===== src/rtl/fifo_tx_ctrl_if.sv =====
// Handshake bundle of fifo_tx_ctrl: FIFO pop side, UART line and host status.
// master = the controller; slave = the FIFO / pad / host side driving it.
interface fifo_tx_ctrl_if;
  logic       tx_en;
  logic       have_next;
  logic [7:0] data;
  logic       next;
  logic       tx;
  logic       busy;
  logic       frame_done;

  modport master (
    input  tx_en, have_next, data,
    output next, tx, busy, frame_done
  );

  modport slave (
    output tx_en, have_next, data,
    input  next, tx, busy, frame_done
  );
endinterface


===== src/rtl/fifo_tx_ctrl.sv =====
// Drains the COBS byte FIFO onto a UART TX line (8N1); one pop per frame, back-to-back when data waits.
// Define FIFO_TX_PARITY_EN to add an even parity bit after bit 7 (8E1, 11 bit times per frame).
module fifo_tx_ctrl #(
  parameter int ClkFreq  = 20_000_000,
  parameter int BaudRate = 115_200
) (
  input  logic           clk_i,
  input  logic           reset_i,
  fifo_tx_ctrl_if.master bus
);

  localparam int Div  = ClkFreq / BaudRate;
  localparam int CntW = $clog2(Div);
  localparam logic [CntW-1:0] CntLoad = CntW'(Div - 1);

  if (Div < 4) begin : g_div_check
    $error("fifo_tx_ctrl: ClkFreq/BaudRate must be at least 4");
  end

`ifdef FIFO_TX_PARITY_EN
  typedef enum logic [2:0] {S_IDLE, S_START, S_DATA, S_PAR, S_STOP} state_e;
`else
  typedef enum logic [1:0] {S_IDLE, S_START, S_DATA, S_STOP} state_e;
`endif

  state_e          state_q, state_d;
  logic [CntW-1:0] cnt_q, cnt_d;
  logic [2:0]      bit_q, bit_d;
  logic [7:0]      shift_q, shift_d;
  logic            zero_q, zero_d;
  logic            tx_q, tx_d;
  logic            next_q, next_d;
  logic            busy_q, busy_d;
  logic            done_q, done_d;
`ifdef FIFO_TX_PARITY_EN
  logic            par_q, par_d;
`endif

  logic pop;
  logic last;
  logic load;

  // have_next is only looked at in IDLE and on the final STOP cycle, so its stale
  // value right after a pop never causes a double pop.
  assign pop  = bus.tx_en & bus.have_next;
  assign last = (cnt_q == '0);

  always_comb begin
    // NOTE: every signal written here gets a default first, so no path infers a latch.
    state_d = state_q;
    cnt_d   = last ? cnt_q : cnt_q - 1'b1;
    bit_d   = bit_q;
    shift_d = shift_q;
    zero_d  = zero_q;
    next_d  = 1'b0;
    done_d  = 1'b0;
    load    = 1'b0;
`ifdef FIFO_TX_PARITY_EN
    par_d   = par_q;
`endif

    case (state_q)
      S_IDLE: load = pop;
      S_START: begin
        if (last) begin
          state_d = S_DATA;
          cnt_d   = CntLoad;
          bit_d   = '0;
        end
      end
      S_DATA: begin
        if (last) begin
          shift_d = shift_q >> 1;
          cnt_d   = CntLoad;
          bit_d   = bit_q + 1'b1;
          if (bit_q == 3'd7) begin
`ifdef FIFO_TX_PARITY_EN
            state_d = S_PAR;
`else
            state_d = S_STOP;
`endif
          end
        end
      end
`ifdef FIFO_TX_PARITY_EN
      S_PAR: begin
        if (last) begin
          state_d = S_STOP;
          cnt_d   = CntLoad;
        end
      end
`endif
      S_STOP: begin
        if (last) begin
          // Delimiter flag is reported even when the next frame starts on this edge.
          done_d = zero_q;
          if (pop) load = 1'b1;
          else     state_d = S_IDLE;
        end
      end
      default: state_d = S_IDLE;
    endcase

    if (load) begin
      state_d = S_START;
      cnt_d   = CntLoad;
      shift_d = bus.data;
      zero_d  = (bus.data == 8'h00);
      next_d  = 1'b1;
`ifdef FIFO_TX_PARITY_EN
      par_d   = ^bus.data;
`endif
    end
  end

  // Line level of the bit being sent now; registered, so tx trails the state by one cycle.
  always_comb begin
    tx_d = 1'b1;
    case (state_q)
      S_START: tx_d = 1'b0;
      S_DATA:  tx_d = shift_q[0];
`ifdef FIFO_TX_PARITY_EN
      S_PAR:   tx_d = par_q;
`endif
      default: tx_d = 1'b1;
    endcase
  end

  assign busy_d = (state_d != S_IDLE);

  // NOTE: sequential state is updated with non-blocking assignments only.
  always_ff @(posedge clk_i or negedge reset_i) begin
    if (!reset_i) begin
      state_q <= S_IDLE;
      cnt_q   <= '0;
      bit_q   <= '0;
      shift_q <= '0;
      zero_q  <= 1'b0;
      tx_q    <= 1'b1;
      next_q  <= 1'b0;
      busy_q  <= 1'b0;
      done_q  <= 1'b0;
`ifdef FIFO_TX_PARITY_EN
      par_q   <= 1'b0;
`endif
    end else begin
      state_q <= state_d;
      cnt_q   <= cnt_d;
      bit_q   <= bit_d;
      shift_q <= shift_d;
      zero_q  <= zero_d;
      tx_q    <= tx_d;
      next_q  <= next_d;
      busy_q  <= busy_d;
      done_q  <= done_d;
`ifdef FIFO_TX_PARITY_EN
      par_q   <= par_d;
`endif
    end
  end

  assign bus.next       = next_q;
  assign bus.tx         = tx_q;
  assign bus.busy       = busy_q;
  assign bus.frame_done = done_q;

endmodule


===== src/flat_wrapper.sv =====
// flat-port wrapper written by rule: the top's interface ports become plain ports
module fifo_tx_ctrl_flat 
#(
  parameter int ClkFreq  = 20_000_000,
  parameter int BaudRate = 115_200
)
  (clk_i, reset_i, bus_tx_en, bus_have_next, bus_data, bus_next, bus_tx, bus_busy, bus_frame_done);
  fifo_tx_ctrl_if bus_i ();
  input  logic clk_i;
  input  logic reset_i;
  input wire logic [$bits(bus_i.tx_en)-1:0] bus_tx_en;
  input wire logic [$bits(bus_i.have_next)-1:0] bus_have_next;
  input wire logic [$bits(bus_i.data)-1:0] bus_data;
  output wire logic [$bits(bus_i.next)-1:0] bus_next;
  output wire logic [$bits(bus_i.tx)-1:0] bus_tx;
  output wire logic [$bits(bus_i.busy)-1:0] bus_busy;
  output wire logic [$bits(bus_i.frame_done)-1:0] bus_frame_done;
  assign bus_i.tx_en = bus_tx_en;
  assign bus_i.have_next = bus_have_next;
  assign bus_i.data = bus_data;
  assign bus_next = bus_i.next;
  assign bus_tx = bus_i.tx;
  assign bus_busy = bus_i.busy;
  assign bus_frame_done = bus_i.frame_done;
  fifo_tx_ctrl #(.ClkFreq(ClkFreq), .BaudRate(BaudRate)) u_core (.clk_i(clk_i), .reset_i(reset_i), .bus(bus_i));
endmodule

===== config.mk =====
export PLATFORM = sky130hd
export DESIGN_NAME = fifo_tx_ctrl_flat
export DESIGN_NICKNAME = d
export VERILOG_FILES = /design/src/rtl/fifo_tx_ctrl_if.sv /design/src/rtl/fifo_tx_ctrl.sv /design/src/flat_wrapper.sv
export SDC_FILE = /design/constraint.sdc
export NUM_CORES = 1
export LEC_CHECK = 0
export CORE_MARGIN = 2
export CORE_UTILIZATION = 53
export CTS_CLUSTER_DIAMETER = 50
export DETAILED_ROUTE_END_ITERATION = 12
export DONT_BUFFER_PORTS = 1
export GPL_TIMING_DRIVEN = 0
export PLACE_DENSITY_LB_ADDON = 0.2
export SKIP_CTS_REPAIR_TIMING = 1
export SLEW_MARGIN = 20
export SYNTH_ARGS = -nofsm -noshare
export SYNTH_HDL_FRONTEND = slang
export SYNTH_SLANG_ARGS = --single-unit

===== constraint.sdc =====
create_clock -name clk_i -period 2.2 [get_ports clk_i]
set_input_delay 0.44 -clock clk_i [delete_from_list [all_inputs] [get_ports clk_i]]
set_output_delay 0.44 -clock clk_i [all_outputs]
set_load 0.03 [all_outputs]

==> run metrics <==
TritonCTS clock tree done; Leak 0.722 nW; Slew HR 75.7%; Hold EP u_core.shift_q[7]; Crit Path Max Fanout 10; Die Ht 56.0 um; Netlist Area Pre-Place 0.00143 mm2; share of cells above drive strength 1 24.6%; Util after Layout 62.9%; Die Span X 56.0 um; drt pass-1 iters 4; full die area 0.00313 mm2; CP Capture Type flip-flop; setup slack, reg-to-reg 90 ps; status finished, final reports clean; H-Tree Depth 1; DRT Wirelength 2.56 mm; IO Port Bufs 0; CTS root buf clkbuf_4; Post-synth EDFFs 0; Final setup viols 0; max-slew violations 0; Worst R2R Path Depth 8; gr usage total 17.6%; average wire per standard cell 15.2 um; clock buffer depth 2; Ant. Diodes 0; Hold Path Depth 2; first-pass GRT wire length 4.29 mm; Skew-Pair Late Insertion Delay 330 ps; initial antenna violation count 0; unrepaired setup endpoints after global routing no; HPWL reported at the end of detailed placement 1.80 mm; worst path arrival time 2350 ps; routability cong. 0.822; area delta synth->final 10.8%; row count 18; post-synthesis cell type count 39; Initial Util 56.7%; drt drc 0; CP startpoint kind flip-flop; fmax 473 MHz; Mapped Avg Cell Area 11.1 um2; area of the core 0.00252 mm2; HP Class input pin to flip-flop; GRT overflow 0; Crit Path Class flip-flop to flip-flop; WHS 219 ps; CP required 2430 ps; largest net degree at the start of global routing 27; I/O pin cnt 16; fin crit period 2110 ps; endpoints failing hold 0; Reg clk slew, reported paths 140 ps; pwr/cell area 1300 mW/mm2; total CTS buffers 3; post-synthesis instance total 129; FILL cells 204; ys async rst share 100%; worst vdd ir 0.000947 V; sequential share of the synthesized area 45.5%; Worst Hold Launch bus_data[7]; Worst-Margin Slew 361 ps; Final Cycle Share 96.1%; main flop type after synthesis dfrtp_1; Vias 986; vias in the first global route 974; Max Clock Skew 3.83 ps; synth warn 0; routed vias/inst 5.87; #FFs+latches synth 26; initial DRC count 16; CTS Sinks 26; DRT antenna net count 0; capturing point of the worst reg2reg path u_core.shift_q[6]; Max Cap Viol 0; Final nets 159; FF-to-FF Start u_core.cnt_q[0]; Synthesized Nets 149
==> synth_stat cells, drive strengths merged (2+ instances only) <==
library cell	number	area (um2)
nor4	4	31.3
ha	8	100
xor2	2	17.5
nor2	8	30.0
nand2	9	33.8
a22o	5	43.8
or3	3	18.8
nand2b	2	12.5
dfrtp	25	626
mux2i	2	20.0
and3	4	25.0
mux2	15	176
buf	4	36.3
o21ai	5	25.0
inv	8	30.0
a21oi	2	10.0
a31oi	2	12.5
nor3	5	25.0
==> cell families (layout without fill, tap and decap cells) <==
group / Yosys count / after routing / share of synthesized area [%]
DFF: 26 / 26 / 45.5
muxes: 17 / 17 / 13.7
and+or+nand+nor: 39 / 39 / 15.4
adders and majority gates: 8 / 8 / 6.99
buffers and inverters: 13 / 22 / 4.89
AOI/OAI and AO/OA: 23 / 23 / 11.6
xor gates and xnor gates: 3 / 3 / 1.84
==> worst max-delay path, cell delays in order (launching register included) <==
cell	delay [ps]
dfrtp_1	400
inv_1	130
ha_4	180
nor3b_4	290
a31oi_1	110
or3_1	330
buf_6	150
buf_8	140
mux2_4	290
==> report_power, final <==
| group | switching [mW] | total (mW) | internal (mW) |
|---|---|---|---|
| clock | 0.148 | 0.332 | 0.184 |
| combinational | 0.406 | 0.864 | 0.458 |
| sequential | 0.191 | 0.868 | 0.677 |
==> cells in the final DEF (no fill, tap or decap), drive strengths merged, types with 2 or more instances in the layout <==
master	instances
dfrtp	25
mux2	15
nand2	9
nor2	8
inv	8
ha	8
buf	8
nor3	5
o21ai	5
a22o	5
and3	4
nor4	4
clkbuf	4
or3	3
a31oi	2
a21oi	2
xor2	2
nand2b	2
mux2i	2
==> area by class of cell <==
| cell class | instances | area, um2 | area share (%) |
|---|---|---|---|
| repair buffers | 5 | 52.6 | 3.31 |
| multi-input cells | 90 | 722 | 45.5 |
| well taps | 30 | 37.5 | 2.37 |
| clock inverters | 1 | 30.0 | 1.89 |
| clock buffers | 3 | 22.5 | 1.42 |
| inverters | 8 | 30.0 | 1.89 |
| plain buffers | 5 | 40.0 | 2.52 |
| flip-flops and latches | 26 | 652 | 41.1 |
==> worst max path at each step <==
stage,start,end,slack [ps],cells past startpoint
6_report,u_core.cnt_q[0],u_core.shift_q[6],90,8
5_1_grt,u_core.cnt_q[5],u_core.cnt_q[0],20,9
4_1_cts,u_core.cnt_q[0],u_core.shift_q[6],-90,8
3_5_place_dp,u_core.cnt_q[0],u_core.shift_q[6],-70,8
3_3_place_gp,u_core.cnt_q[0],u_core.shift_q[6],-40,8
2_1_floorplan,u_core.cnt_q[0],u_core.shift_q[0],130,8
==> sequential cells by signal, summed over array words and instances (netlist names) <==
signal,flops
u_core.cnt_q,8
u_core.shift_q,8
u_core.zero_q,1
u_core.bus.frame_done,1
u_core.bus.tx,1
u_core.bus.busy,1
u_core.state_q,2
u_core.bus.next,1
u_core.bit_q,3
==> through the flow <==
stage / area [um2] / instances / power [mW] / setup TNS, ps / setup WS [ps]
floorplan: 1430 / 129 / 1.52 / 0 / 132
detailed placement: 1470 / 159 / 1.67 / -134 / -69.8
finish: 1590 / 168 / 2.06 / 0 / 85.9
CTS: 1520 / 163 / 2.00 / -203 / -88.8
global route: 1590 / 168 / 2.23 / 0 / 20.7
global placement: 1470 / 159 / 1.64 / -87.2 / -44.1
==> per-layer routing <==
layer  up-vias  global-route usage, %  part of all wire [%]
met1       475                   24.2                    47
met2        28                   27.9                    47
met3         2                   2.56                   4.5
li1        481                      -                     -
met4         0                   7.14                   1.0
met5         -                      0                     0
(Power assumes the default switching activity.)
